**src/rtl/alu_issue_pkg.sv**
```systemverilog
// Shared constants and types for the ALU issue stage.
// Optional feature macro: ALU_ISSUE_TRAP_EN (adds the HALT state on illegal opcodes).
package alu_issue_pkg;

   localparam int unsigned NUM_REGS = 8;
   localparam int unsigned DATA_W   = 16;
   localparam int unsigned OP_W     = 4;
   localparam int unsigned REG_AW   = 3;
   localparam int unsigned PSW_W    = 3;
   localparam int unsigned INSTR_W  = 16;
   localparam int unsigned IMM_W    = 9;

   // Opcode values
   localparam logic [OP_W-1:0] OP_AND = 4'd0;
   localparam logic [OP_W-1:0] OP_OR  = 4'd1;
   localparam logic [OP_W-1:0] OP_XOR = 4'd2;
   localparam logic [OP_W-1:0] OP_NOT = 4'd3;
   localparam logic [OP_W-1:0] OP_ADD = 4'd4;
   localparam logic [OP_W-1:0] OP_SUB = 4'd5;
   localparam logic [OP_W-1:0] OP_SHR = 4'd6;
   localparam logic [OP_W-1:0] OP_SHL = 4'd7;
   localparam logic [OP_W-1:0] OP_LDI = 4'd8;

   // Instruction field bit positions
   localparam int unsigned OP_HI  = 15;
   localparam int unsigned OP_LO  = 12;
   localparam int unsigned RD_HI  = 11;
   localparam int unsigned RD_LO  = 9;
   localparam int unsigned RS1_HI = 8;
   localparam int unsigned RS1_LO = 6;
   localparam int unsigned RS2_HI = 5;
   localparam int unsigned RS2_LO = 3;
   localparam int unsigned IMM_HI = 8;
   localparam int unsigned IMM_LO = 0;

`ifdef ALU_ISSUE_TRAP_EN
   typedef enum logic [1:0] {StIdle, StIssue, StWb, StHalt} state_t;
`else
   typedef enum logic [1:0] {StIdle, StIssue, StWb} state_t;
`endif

endpackage

```
**src/rtl/alu_regfile.sv**
```systemverilog
// 8x16 register file: two combinational operand reads, one debug read,
// one synchronous write port, asynchronous clear, r0 reads as zero.
module alu_regfile
   import alu_issue_pkg::*;
(
   input  logic              clk,
   input  logic              rst_n,
   input  logic              i_we,
   input  logic [REG_AW-1:0] i_waddr,
   input  logic [DATA_W-1:0] i_wdata,
   input  logic [REG_AW-1:0] i_raddr1,
   output logic [DATA_W-1:0] o_rdata1,
   input  logic [REG_AW-1:0] i_raddr2,
   output logic [DATA_W-1:0] o_rdata2,
   input  logic [REG_AW-1:0] i_dbg_addr,
   output logic [DATA_W-1:0] o_dbg_data
);

   logic [DATA_W-1:0] r_regs [NUM_REGS];

   // Storage: cleared on reset; writes to r0 are dropped
   always_ff @(posedge clk or negedge rst_n) begin
      if (!rst_n) begin
         for (int i = 0; i < int'(NUM_REGS); i++) begin
            r_regs[i] <= '0;
         end
      end else if (i_we && (i_waddr != '0)) begin
         r_regs[i_waddr] <= i_wdata;
      end
   end

   // Read ports with r0 forced to zero
   always_comb begin
      o_rdata1   = (i_raddr1   == '0) ? '0 : r_regs[i_raddr1];
      o_rdata2   = (i_raddr2   == '0) ? '0 : r_regs[i_raddr2];
      o_dbg_data = (i_dbg_addr == '0) ? '0 : r_regs[i_dbg_addr];
   end

endmodule

```
**src/rtl/alu_issue_stage.sv**
```systemverilog
// Issue stage for the 16-bit ALU: handshake in, decode, register-file read,
// registered ALU operands, write-back of result and PSW capture.
// One instruction in flight; IDLE -> ISSUE -> WB -> IDLE.
// Optional feature macro: ALU_ISSUE_TRAP_EN (illegal opcode parks the FSM in HALT).
module alu_issue_stage
   import alu_issue_pkg::*;
(
   input  logic               clk,
   input  logic               rst_n,
   input  logic               instr_valid,
   input  logic [INSTR_W-1:0] instr,
   output logic               instr_ready,
   output logic [OP_W-1:0]    alu_opcode,
   output logic [DATA_W-1:0]  alu_src1,
   output logic [DATA_W-1:0]  alu_src2,
   input  logic [DATA_W-1:0]  alu_td,
   input  logic [PSW_W-1:0]   alu_psw,
   output logic               wb_valid,
   output logic [REG_AW-1:0]  wb_addr,
   output logic [DATA_W-1:0]  wb_data,
   output logic [PSW_W-1:0]   psw,
   output logic               illegal,
   input  logic [REG_AW-1:0]  dbg_addr,
   output logic [DATA_W-1:0]  dbg_data
);

   state_t               r_state;
   state_t               w_state_d;
   logic [INSTR_W-1:0]   r_instr;
   logic [OP_W-1:0]      r_alu_opcode;
   logic [DATA_W-1:0]    r_alu_src1;
   logic [DATA_W-1:0]    r_alu_src2;
   logic [PSW_W-1:0]     r_psw;

   logic [OP_W-1:0]      w_op;
   logic [REG_AW-1:0]    w_rd;
   logic [REG_AW-1:0]    w_rs1;
   logic [REG_AW-1:0]    w_rs2;
   logic [IMM_W-1:0]     w_imm9;
   logic                 w_is_alu;
   logic                 w_is_ldi;
   logic                 w_is_ill;
   logic                 w_in_wb;
   logic                 w_we;
   logic [DATA_W-1:0]    w_wdata;
   logic [DATA_W-1:0]    w_rs1_data;
   logic [DATA_W-1:0]    w_rs2_data;

   // Decode of the latched instruction
   always_comb begin
      w_op     = r_instr[OP_HI:OP_LO];
      w_rd     = r_instr[RD_HI:RD_LO];
      w_rs1    = r_instr[RS1_HI:RS1_LO];
      w_rs2    = r_instr[RS2_HI:RS2_LO];
      w_imm9   = r_instr[IMM_HI:IMM_LO];
      w_is_alu = ~w_op[OP_W-1];
      w_is_ldi = (w_op == OP_LDI);
      w_is_ill = w_op[OP_W-1] & ~w_is_ldi;
      w_in_wb  = (r_state == StWb);
      w_we     = w_in_wb & (w_is_alu | w_is_ldi);
      w_wdata  = w_is_ldi ? {{(DATA_W-IMM_W){1'b0}}, w_imm9} : alu_td;
   end

   alu_regfile u_regfile (
      .clk        (clk),
      .rst_n      (rst_n),
      .i_we       (w_we),
      .i_waddr    (w_rd),
      .i_wdata    (w_wdata),
      .i_raddr1   (w_rs1),
      .o_rdata1   (w_rs1_data),
      .i_raddr2   (w_rs2),
      .o_rdata2   (w_rs2_data),
      .i_dbg_addr (dbg_addr),
      .o_dbg_data (dbg_data)
   );

   // State register
   always_ff @(posedge clk or negedge rst_n) begin
      if (!rst_n) begin
         r_state <= StIdle;
      end else begin
         r_state <= w_state_d;
      end
   end

   // Next-state logic
   always_comb begin
      w_state_d = r_state;
      unique case (r_state)
         StIdle:  if (instr_valid) w_state_d = StIssue;
         StIssue: w_state_d = StWb;
`ifdef ALU_ISSUE_TRAP_EN
         StWb:    w_state_d = w_is_ill ? StHalt : StIdle;
         StHalt:  w_state_d = StHalt;
`else
         StWb:    w_state_d = StIdle;
`endif
         default: w_state_d = StIdle;
      endcase
   end

   // Instruction latch on handshake
   always_ff @(posedge clk or negedge rst_n) begin
      if (!rst_n) begin
         r_instr <= '0;
      end else if ((r_state == StIdle) && instr_valid) begin
         r_instr <= instr;
      end
   end

   // ALU operand registers, loaded in ISSUE and held until the next ISSUE
   always_ff @(posedge clk or negedge rst_n) begin
      if (!rst_n) begin
         r_alu_opcode <= '0;
         r_alu_src1   <= '0;
         r_alu_src2   <= '0;
      end else if (r_state == StIssue) begin
         r_alu_opcode <= w_op;
         r_alu_src1   <= w_rs1_data;
         r_alu_src2   <= w_rs2_data;
      end
   end

   // PSW capture, only for real ALU operations
   always_ff @(posedge clk or negedge rst_n) begin
      if (!rst_n) begin
         r_psw <= '0;
      end else if (w_in_wb && w_is_alu) begin
         r_psw <= alu_psw;
      end
   end

   // Outputs; write-back fields read zero outside the write pulse
   always_comb begin
      instr_ready = (r_state == StIdle);
      alu_opcode  = r_alu_opcode;
      alu_src1    = r_alu_src1;
      alu_src2    = r_alu_src2;
      psw         = r_psw;
      wb_valid    = w_we;
      wb_addr     = w_we ? w_rd : '0;
      wb_data     = w_we ? w_wdata : '0;
      illegal     = w_in_wb & w_is_ill;
   end

endmodule

```
**config.mk**
```make
export PLATFORM = sky130hd
export DESIGN_NAME = alu_issue_stage
export DESIGN_NICKNAME = d
export VERILOG_FILES = /design/src/rtl/alu_issue_pkg.sv /design/src/rtl/alu_regfile.sv /design/src/rtl/alu_issue_stage.sv
export SDC_FILE = /design/constraint.sdc
export NUM_CORES = 1
export LEC_CHECK = 0
export ABC_CLOCK_PERIOD_IN_PS = 2300
export CAP_MARGIN = 40
export CORE_MARGIN = 1.5
export CORE_UTILIZATION = 42
export DETAILED_ROUTE_END_ITERATION = 12
export PLACE_DENSITY_LB_ADDON = 0.05
export REMOVE_ABC_BUFFERS = 1
export SYNTH_ARGS = -nofsm -noshare
export SYNTH_HDL_FRONTEND = slang
export SYNTH_SLANG_ARGS = --single-unit
```
**constraint.sdc**
```tcl
create_clock -name clk -period 2.3 [get_ports clk]
set_input_delay 0.575 -clock clk [delete_from_list [all_inputs] [get_ports clk]]
set_output_delay 0.575 -clock clk [all_outputs]
set_load 0.02 [all_outputs]
```
==> results.yml, run 1 <==
timing:
  rsz_0062_raised_after_global_routing: "true"
  setup_ws_ps: -144
  tightest_hold_margin_ps: 17.2
  clock_skew_ps: 10.5
  post-route-period-util_pct: 106
  relSlewSlack_pct: 65.8
  min_period_ps: 2440
  maxSlewViolCount: 0
  setup_viol_count_final: 11
  achievable-frequency_ghz: 0.409
  report.final.hold_viol_count: 0
  worst_slew_pin_slew_ps: 500
cts:
  clock_insertion_delay_worst_skew_ps: 430
  clk_root_buffer_cell: "sky130_fd_sc_hd__clkbuf_16"
  tritoncts: "done"
  worst_setup_hold_path_clk_slew_ps: 70
  h-tree-depth: 4
  cts_inserted_buffers: 17
  cts.sinks: 169
  cts_buffer_depth: 2
routing:
  post-route-drc-count: 0
  first_iter_violations: 722
  wl_cell_um: 22.9
  final_antenna_net_count: 0
  wl_mm: 30.6
  vias: 7872
  viasPerCell: 5.89
  drt_first_pass_iters: 5
cells_and_area:
  fillCellCount: 1852
  multiInputGateArea_um2: 4520
  ff_latch_area_um2: 4240
  final_cell_count_no_fill: 1336
  flow.area_growth_from_synthesis_pct: 33.4
  antenna_diodes: 0
  final_net_count: 1089
  post_route_cells_drive_above_1_share_pct: 29.4
floorplanning:
  floorplan.die.width_um: 149
  fp.coreArea_um2: 21000
  io_pins: 118
  initial_core_util_pct: 42.7
  chipHeight_um: 149
  rows: 53
  die_outline_area_um2: 22200
worst_hold_path:
  worst_hold_path_type: "in -> async"
global_route:
  grt_usage_pct: 28.4
  global_route.overflow_total: 0
  global_route_wire_length_before_repair_mm: 47.1
  grt_antenna_before_repair: 1
  first_global_vias: 8157
  largest_net_degree_at_the_start_of_global_routing: 55
status:
  outcome: "complete, but fails checks"
  failed_checks: "negative setup slack"
synthesis:
  synth-edff-count: 0
  synthesis.area_um2: 8950
  synth_cell_type_count: 40
  synth_sequential_area_ratio_pct: 47.2
  ys_async_sr_fraction_pct: 100
  yosys_warnings: 0
  syn_area_per_cell_um2: 10.2
  ys_ff_latch: 169
  synthesis.instances: 879
  dominantRegCellSynth: "sky130_fd_sc_hd__dfrtp_1"
worst_setup_path:
  cp-start-kind: "flop"
  critPathRequiredTime_ps: 1730
  arrival_time_reported_for_the_critical_path_endpoint_ps: 1870
  r2r_slack_ps: 270
  worstSetupEndpointType: "primary output"
  timing_worst_setup_path_type: "reg -> out"
  critical_path.max_fanout: 4
power_and_ir_drop:
  p_leak_nw: 5.36
  fin_total_pwr_mw: 15.4
  pwr_density_cell_nw_per_um2: 1290
  worst_ir_drop_on_vdd_mv: 0.602
place:
  port_buffers: 117
  post-dp-hpwl_mm: 18.8
  place.detailed.instances: 1276
  routabilityCongestion: 0.854
job:
  max_cap_violations: 0
-- worst paths after layout --
kind	startpoint	to	depth (start not counted)
min in group clk	alu_src2[10]$_DFFE_PN0N_	alu_src2[10]$_DFFE_PN0N_	2
hold / removal	rst_n	u_regfile.r_regs[60]$_DFFE_PN0P_	1
hold reg to reg	alu_src2[10]$_DFFE_PN0N_	alu_src2[10]$_DFFE_PN0N_	2
setup / recovery	r_instr[12]$_DFFE_PN0P_	wb_data[8]	6
max in group asynchronous	rst_n	u_regfile.r_regs[81]$_DFFE_PN0P_	2
setup reg to reg	r_instr[14]$_DFFE_PN0P_	u_regfile.r_regs[74]$_DFFE_PN0P_	6
-- critical path, cell delays in order (launching register included) --
cell,delay [ps]
sky130_fd_sc_hd__dfrtp_2,450
sky130_fd_sc_hd__nor3_4,250
sky130_fd_sc_hd__nand2_4,110
sky130_fd_sc_hd__buf_4,160
sky130_fd_sc_hd__mux2i_2,150
sky130_fd_sc_hd__nor2_2,170
sky130_fd_sc_hd__buf_6,150
-- flip-flops by register name, summed over array words and instances (netlist names) --
signal	cells
r_state	2
alu_src1	16
alu_opcode	4
r_instr	16
alu_src2	16
psw	3
u_regfile.r_regs	112
-- cells in the final DEF (no fill, tap or decap), types with 7 or more instances in the layout --
cell type                           n
sky130_fd_sc_hd__buf_2             14
sky130_fd_sc_hd__nor2_1            14
sky130_fd_sc_hd__buf_6             16
sky130_fd_sc_hd__dfrtp_1          163
sky130_fd_sc_hd__buf_4            100
sky130_fd_sc_hd__a211oi_1           8
sky130_fd_sc_hd__buf_12            14
sky130_fd_sc_hd__o31ai_1            7
sky130_fd_sc_hd__clkbuf_16         17
sky130_fd_sc_hd__o21ai_1           23
sky130_fd_sc_hd__clkdlybuf4s50_1   75
sky130_fd_sc_hd__nand2_1          171
sky130_fd_sc_hd__a21oi_1            9
sky130_fd_sc_hd__o21ai_2           11
sky130_fd_sc_hd__o21ai_0          109
sky130_fd_sc_hd__mux2_2            73
sky130_fd_sc_hd__o22ai_1           22
sky130_fd_sc_hd__o221ai_1           7
sky130_fd_sc_hd__a22oi_1           16
sky130_fd_sc_hd__mux2i_1           59
sky130_fd_sc_hd__mux4_2            17
sky130_fd_sc_hd__o22a_1             7
sky130_fd_sc_hd__a221oi_1          22
sky130_fd_sc_hd__and2_1             9
-- timing repair --
item,in CTS,in global routing
gates resized for setup,232,35
pin swaps,5,9
hold buffers,0,0
gates cloned,4,0
endpoints found under the setup margin,38,33
buffers inserted,16,10
-- power breakdown --
part | leakage [nW] | internal [mW] | switching (mW)
Sequential | 1.89 | 4.36 | 1.39
Clock | 0.307 | 1.85 | 1.31
Combinational | 3.15 | 3.28 | 3.23
-- synthesized netlist by cell type, types with 5 or more instances --
cell type	n	share of area, %
sky130_fd_sc_hd__nand2b_1	5	0.35
sky130_fd_sc_hd__mux2i_1	67	7.5
sky130_fd_sc_hd__clkbuf_1	48	2.0
sky130_fd_sc_hd__a22oi_1	16	1.3
sky130_fd_sc_hd__buf_6	5	0.63
sky130_fd_sc_hd__nand2_1	174	7.3
sky130_fd_sc_hd__buf_2	20	1.1
sky130_fd_sc_hd__dfrtp_1	169	47
sky130_fd_sc_hd__o21ai_2	10	0.98
sky130_fd_sc_hd__nor2_1	18	0.75
sky130_fd_sc_hd__o21ai_0	117	6.5
sky130_fd_sc_hd__o22ai_1	22	1.5
sky130_fd_sc_hd__o221ai_1	7	0.68
sky130_fd_sc_hd__o22a_1	7	0.68
sky130_fd_sc_hd__a21oi_1	9	0.50
sky130_fd_sc_hd__mux4_2	17	4.3
sky130_fd_sc_hd__a221oi_1	22	2.2
sky130_fd_sc_hd__o21ai_1	16	0.89
sky130_fd_sc_hd__mux2_2	73	9.2
sky130_fd_sc_hd__a211oi_1	8	0.67
sky130_fd_sc_hd__nor2b_1	5	0.35
sky130_fd_sc_hd__and2_1	10	0.70
sky130_fd_sc_hd__o31ai_1	7	0.59
-- layer usage --
metal	up-vias	part of all wire [%]	track usage (%)
met2	354	47	45.4
met3	65	6.7	5.17
met5	-	0	0
met1	3913	43	37.5
li1	3540	-	-
met4	0	3.0	13.3
-- cell families after synthesis --
family / synth area share, %
flip-flops: 47.2
buffers and inverters: 4.05
multiplexers: 21.0
AO/OA/AOI/OAI: 17.1
AND/OR/NAND/NOR: 10.6
-- through the flow --
step           setup WS [ps]  utilization, %  TNS [ps]  area [µm²]
2_1_floorplan           -727               -    -15790        8600
3_3_place_gp           -1090            51.9    -17830       10900
3_5_place_dp           -1160            51.9    -18880       10900
4_1_cts                 -162            56.4     -1090       11800
5_1_grt                 -216            57.0     -1810       11900
6_report                -144            57.0      -994       11900
-- area by class of cell --
class                           count  share of cell area (%)
Clock buffer                       18                    3.59
Clock inverter                     14                    1.73
Inverter                            2                   0.105
Multi-Input combinational cell    631                    37.8
Sequential cell                   169                    35.5
Tap cell                          275                    2.88
Timing Repair Buffer              227                    18.4
No activity file was read; power rests on OpenSTA's default activity.
==> run 2, diff against run 1 <==
CORE_MARGIN = not set   (was 1.5)
SYNTH_HIERARCHICAL = 1   (was not set)
==> run 2 against run 1 <==
- the flow now finishes without violations
- clock skew increased by 3.4 ps
- final cell count decreased by 10%
- non-clock buffer count decreased by 9
- global-route usage decreased by 1.2 points
- clock power decreased by 2%
- largest power group unchanged
- combinational power increased by 14%
- first-iteration DRC count decreased by 26%
- design area increased by 7.8%
- wire length increased by 2.6%
- critical endpoint is now dbg_data[6]
- critical path depth unchanged
==> results.yml, run 2 <==
global_route:
  largest_net_degree_at_the_start_of_global_routing: 60
  grt_usage_pct: 27.2
  global_route.overflow_total: 0
  first_global_vias: 7725
  grt_antenna_before_repair: 1
  global_route_wire_length_before_repair_mm: 47.9
worst_setup_path:
  timing.critical_path.slowest_cell_delay_ps: 360
  timing_worst_setup_path_type: "in -> out"
  critical_path.max_fanout: 7
  cpMaxStageDelayCell: "sky130_fd_sc_hd__mux2_2"
  path_cells: "buf_16 > buf_12 > mux2_2 > a221oi_4 > a221oi_4 > buf_4"
  worstSetupEndpointType: "primary output"
  arrival_time_reported_for_the_critical_path_endpoint_ps: 1720
  cp-start-kind: "input pin"
  r2r.worst_path.cells: 6
  worst_path_most_repeated_cell: "sky130_fd_sc_hd__a221oi_4"
  critPathRequiredTime_ps: 1730
routing:
  vias: 7377
  wl_mm: 31.3
  wl_cell_um: 26.2
  drt_first_pass_iters: 5
  first_iter_violations: 535
  final_antenna_net_count: 0
  post-route-drc-count: 0
  viasPerCell: 6.16
timing:
  relSlewSlack_pct: 63.6
  achievable-frequency_ghz: 0.436
  setup_viol_count_final: 0
  report.final.hold_viol_count: 0
  post-route-period-util_pct: 99.7
  clock_skew_ps: 13.8
  worst_slew_pin_slew_ps: 546
  maxSlewViolCount: 0
  rsz_0062_raised_after_global_routing: "true"
  min_period_ps: 2290
cells_and_area:
  fillCellCount: 1852
  flow.area_growth_from_synthesis_pct: 32.8
  final_cell_count_no_fill: 1197
  final_cell_mix: "sky130_fd_sc_hd__mux2_2, sky130_fd_sc_hd__dfrtp_1, sky130_fd_sc_hd__buf_4"
  antenna_diodes: 0
  post_route_cells_drive_above_1_share_pct: 53.0
  largest_reg_flops: 112
  mostFrequentLayoutCell: "sky130_fd_sc_hd__mux2_2"
  final_net_count: 940
  post-route-util_pct: 56.9
  largest-register: "u_regfile/r_regs"
place:
  port_buffers: 117
  place.detailed.instances: 1159
  routabilityCongestion: 0.865
  post-dp-hpwl_mm: 20.1
synthesis:
  synthesis.area_um2: 9690
  synth_sequential_area_ratio_pct: 43.6
  count_leader_synth: "sky130_fd_sc_hd__mux2_2"
  ys_async_sr_fraction_pct: 100
  synth_top_area_share_pct: 43.6
  synth_cell_type_count: 35
  synthesis.instances: 729
  yosysTopAreaCell: "sky130_fd_sc_hd__dfrtp_1"
  yosys_warnings: 6
  netlist_top_cells_count: "sky130_fd_sc_hd__mux2_2, sky130_fd_sc_hd__dfrtp_1, sky130_fd_sc_hd__a221oi_1, sky130_fd_sc_hd__mux2i_1, sky130_fd_sc_hd__buf_2"
  main_area_contributors_after_synthesis: "sky130_fd_sc_hd__dfrtp_1, sky130_fd_sc_hd__mux2_2, sky130_fd_sc_hd__a221oi_1"
  dominantRegCellSynth: "sky130_fd_sc_hd__dfrtp_1"
  ys_ff_latch: 169
  syn_area_per_cell_um2: 13.3
  synth-edff-count: 0
cts:
  clock_insertion_delay_worst_skew_ps: 440
  cts_inserted_buffers: 17
  tritoncts: "done"
  cts.sinks: 169
  clk_root_buffer_cell: "sky130_fd_sc_hd__clkbuf_16"
  cts_buffer_depth: 2
  h-tree-depth: 4
  worst_setup_hold_path_clk_slew_ps: 70
floorplanning:
  initial_core_util_pct: 42.8
  fp.coreArea_um2: 22600
  rows: 55
  io_pins: 118
  die_outline_area_um2: 23700
  chipHeight_um: 154
  floorplan.die.width_um: 154
worst_hold_path:
  worst_hold_path_type: "in -> async"
job:
  max_cap_violations: 0
power_and_ir_drop:
  pwr_density_cell_nw_per_um2: 1250
  p_leak_nw: 5.65
  worst_ir_drop_on_vdd_mv: 0.580
status:
  outcome: "completed"
## run 2: cells by family (layout without fill, tap and decap cells)
family / count (synthesis) / after routing / share of synthesized area [%]
AO/OA/AOI/OAI: 108 / 108 / 9.32
AND/OR/NAND/NOR: 62 / 62 / 4.89
flip-flops: 169 / 169 / 43.6
multiplexers: 320 / 320 / 37.1
buffers and inverters: 70 / 253 / 5.01
## run 2: timing repair
action,in CTS,in global routing
cloned,3,0
gates resized for setup,227,66
hold buffers,0,0
pin swaps,9,16
buffers inserted,7,3
setup endpoints to repair,38,55
## run 2: layout make-up
| cell class | instances | area, µm² | area share [%] |
|---|---|---|---|
| tap | 285 | 357 | 2.77 |
| inverter | 3 | 11.3 | 0.0875 |
| timing repair buffer | 218 | 2190 | 17.0 |
| multi-input combinational | 490 | 5460 | 42.4 |
| sequential | 169 | 4230 | 32.9 |
| clock inverter | 14 | 184 | 1.43 |
| clock buffer | 18 | 439 | 3.41 |
## run 2: power breakdown
| part | switching [mW] | internal [mW] | total (mW) | leakage (nW) |
|---|---|---|---|---|
| logic | 3.38 | 4.02 | 7.40 | 3.29 |
| registers | 1.29 | 4.34 | 5.63 | 2.05 |
| clock network | 1.33 | 1.77 | 3.10 | 0.299 |
## run 2: final timing paths
check | startpoint | to | slack [ps]
min in group clk | alu_src2[15]$_DFFE_PN0N_ | alu_src2[15]$_DFFE_PN0N_ | 500
max | dbg_addr[0] | dbg_data[6] | 8
min reg2reg | alu_src2[15]$_DFFE_PN0N_ | alu_src2[15]$_DFFE_PN0N_ | 500
max in group asynchronous | rst_n | u_regfile/r_regs[71]$_DFFE_PN0P_ | 1560
min | rst_n | alu_src1[10]$_DFFE_PN0N_ | 40
max reg2reg | r_instr[12]$_DFFE_PN0P_ | u_regfile/r_regs[98]$_DFFE_PN0P_ | 60
## run 2: metrics by stage
step / setup WS [ps] / area, µm² / power [mW] / TNS (ps) / hold WS [ps]
2_1_floorplan: -445 / 9220 / 9.57 / -18320 / 279
3_3_place_gp: -1000 / 11700 / 12.3 / -16160 / 486
3_5_place_dp: -988 / 11700 / 12.5 / -15940 / 493
4_1_cts: -190 / 12700 / 16.0 / -209 / 36.0
5_1_grt: -24.5 / 12900 / 16.9 / -80.6 / 50.8
6_report: 7.98 / 12900 / 16.1 / 0 / 37.7
## run 2: routing by layer
metal,routed length (µm),track usage [%],part of all wire [%],vias up
met2,15400,45.2,49,282
met3,1480,4.11,4.7,49
met4,770,10.6,2.5,0
li1,-,-,-,3177
met5,0,0,0,-
met1,13700,35.7,44,3869
## run 2: worst max-delay path: cells and delay by family
| family | cells | cell delay [ps] |
|---|---|---|
| AOI/OAI and AO/OA | 2 | 330 |
| buffers and inverters | 3 | 450 |
| muxes | 1 | 360 |
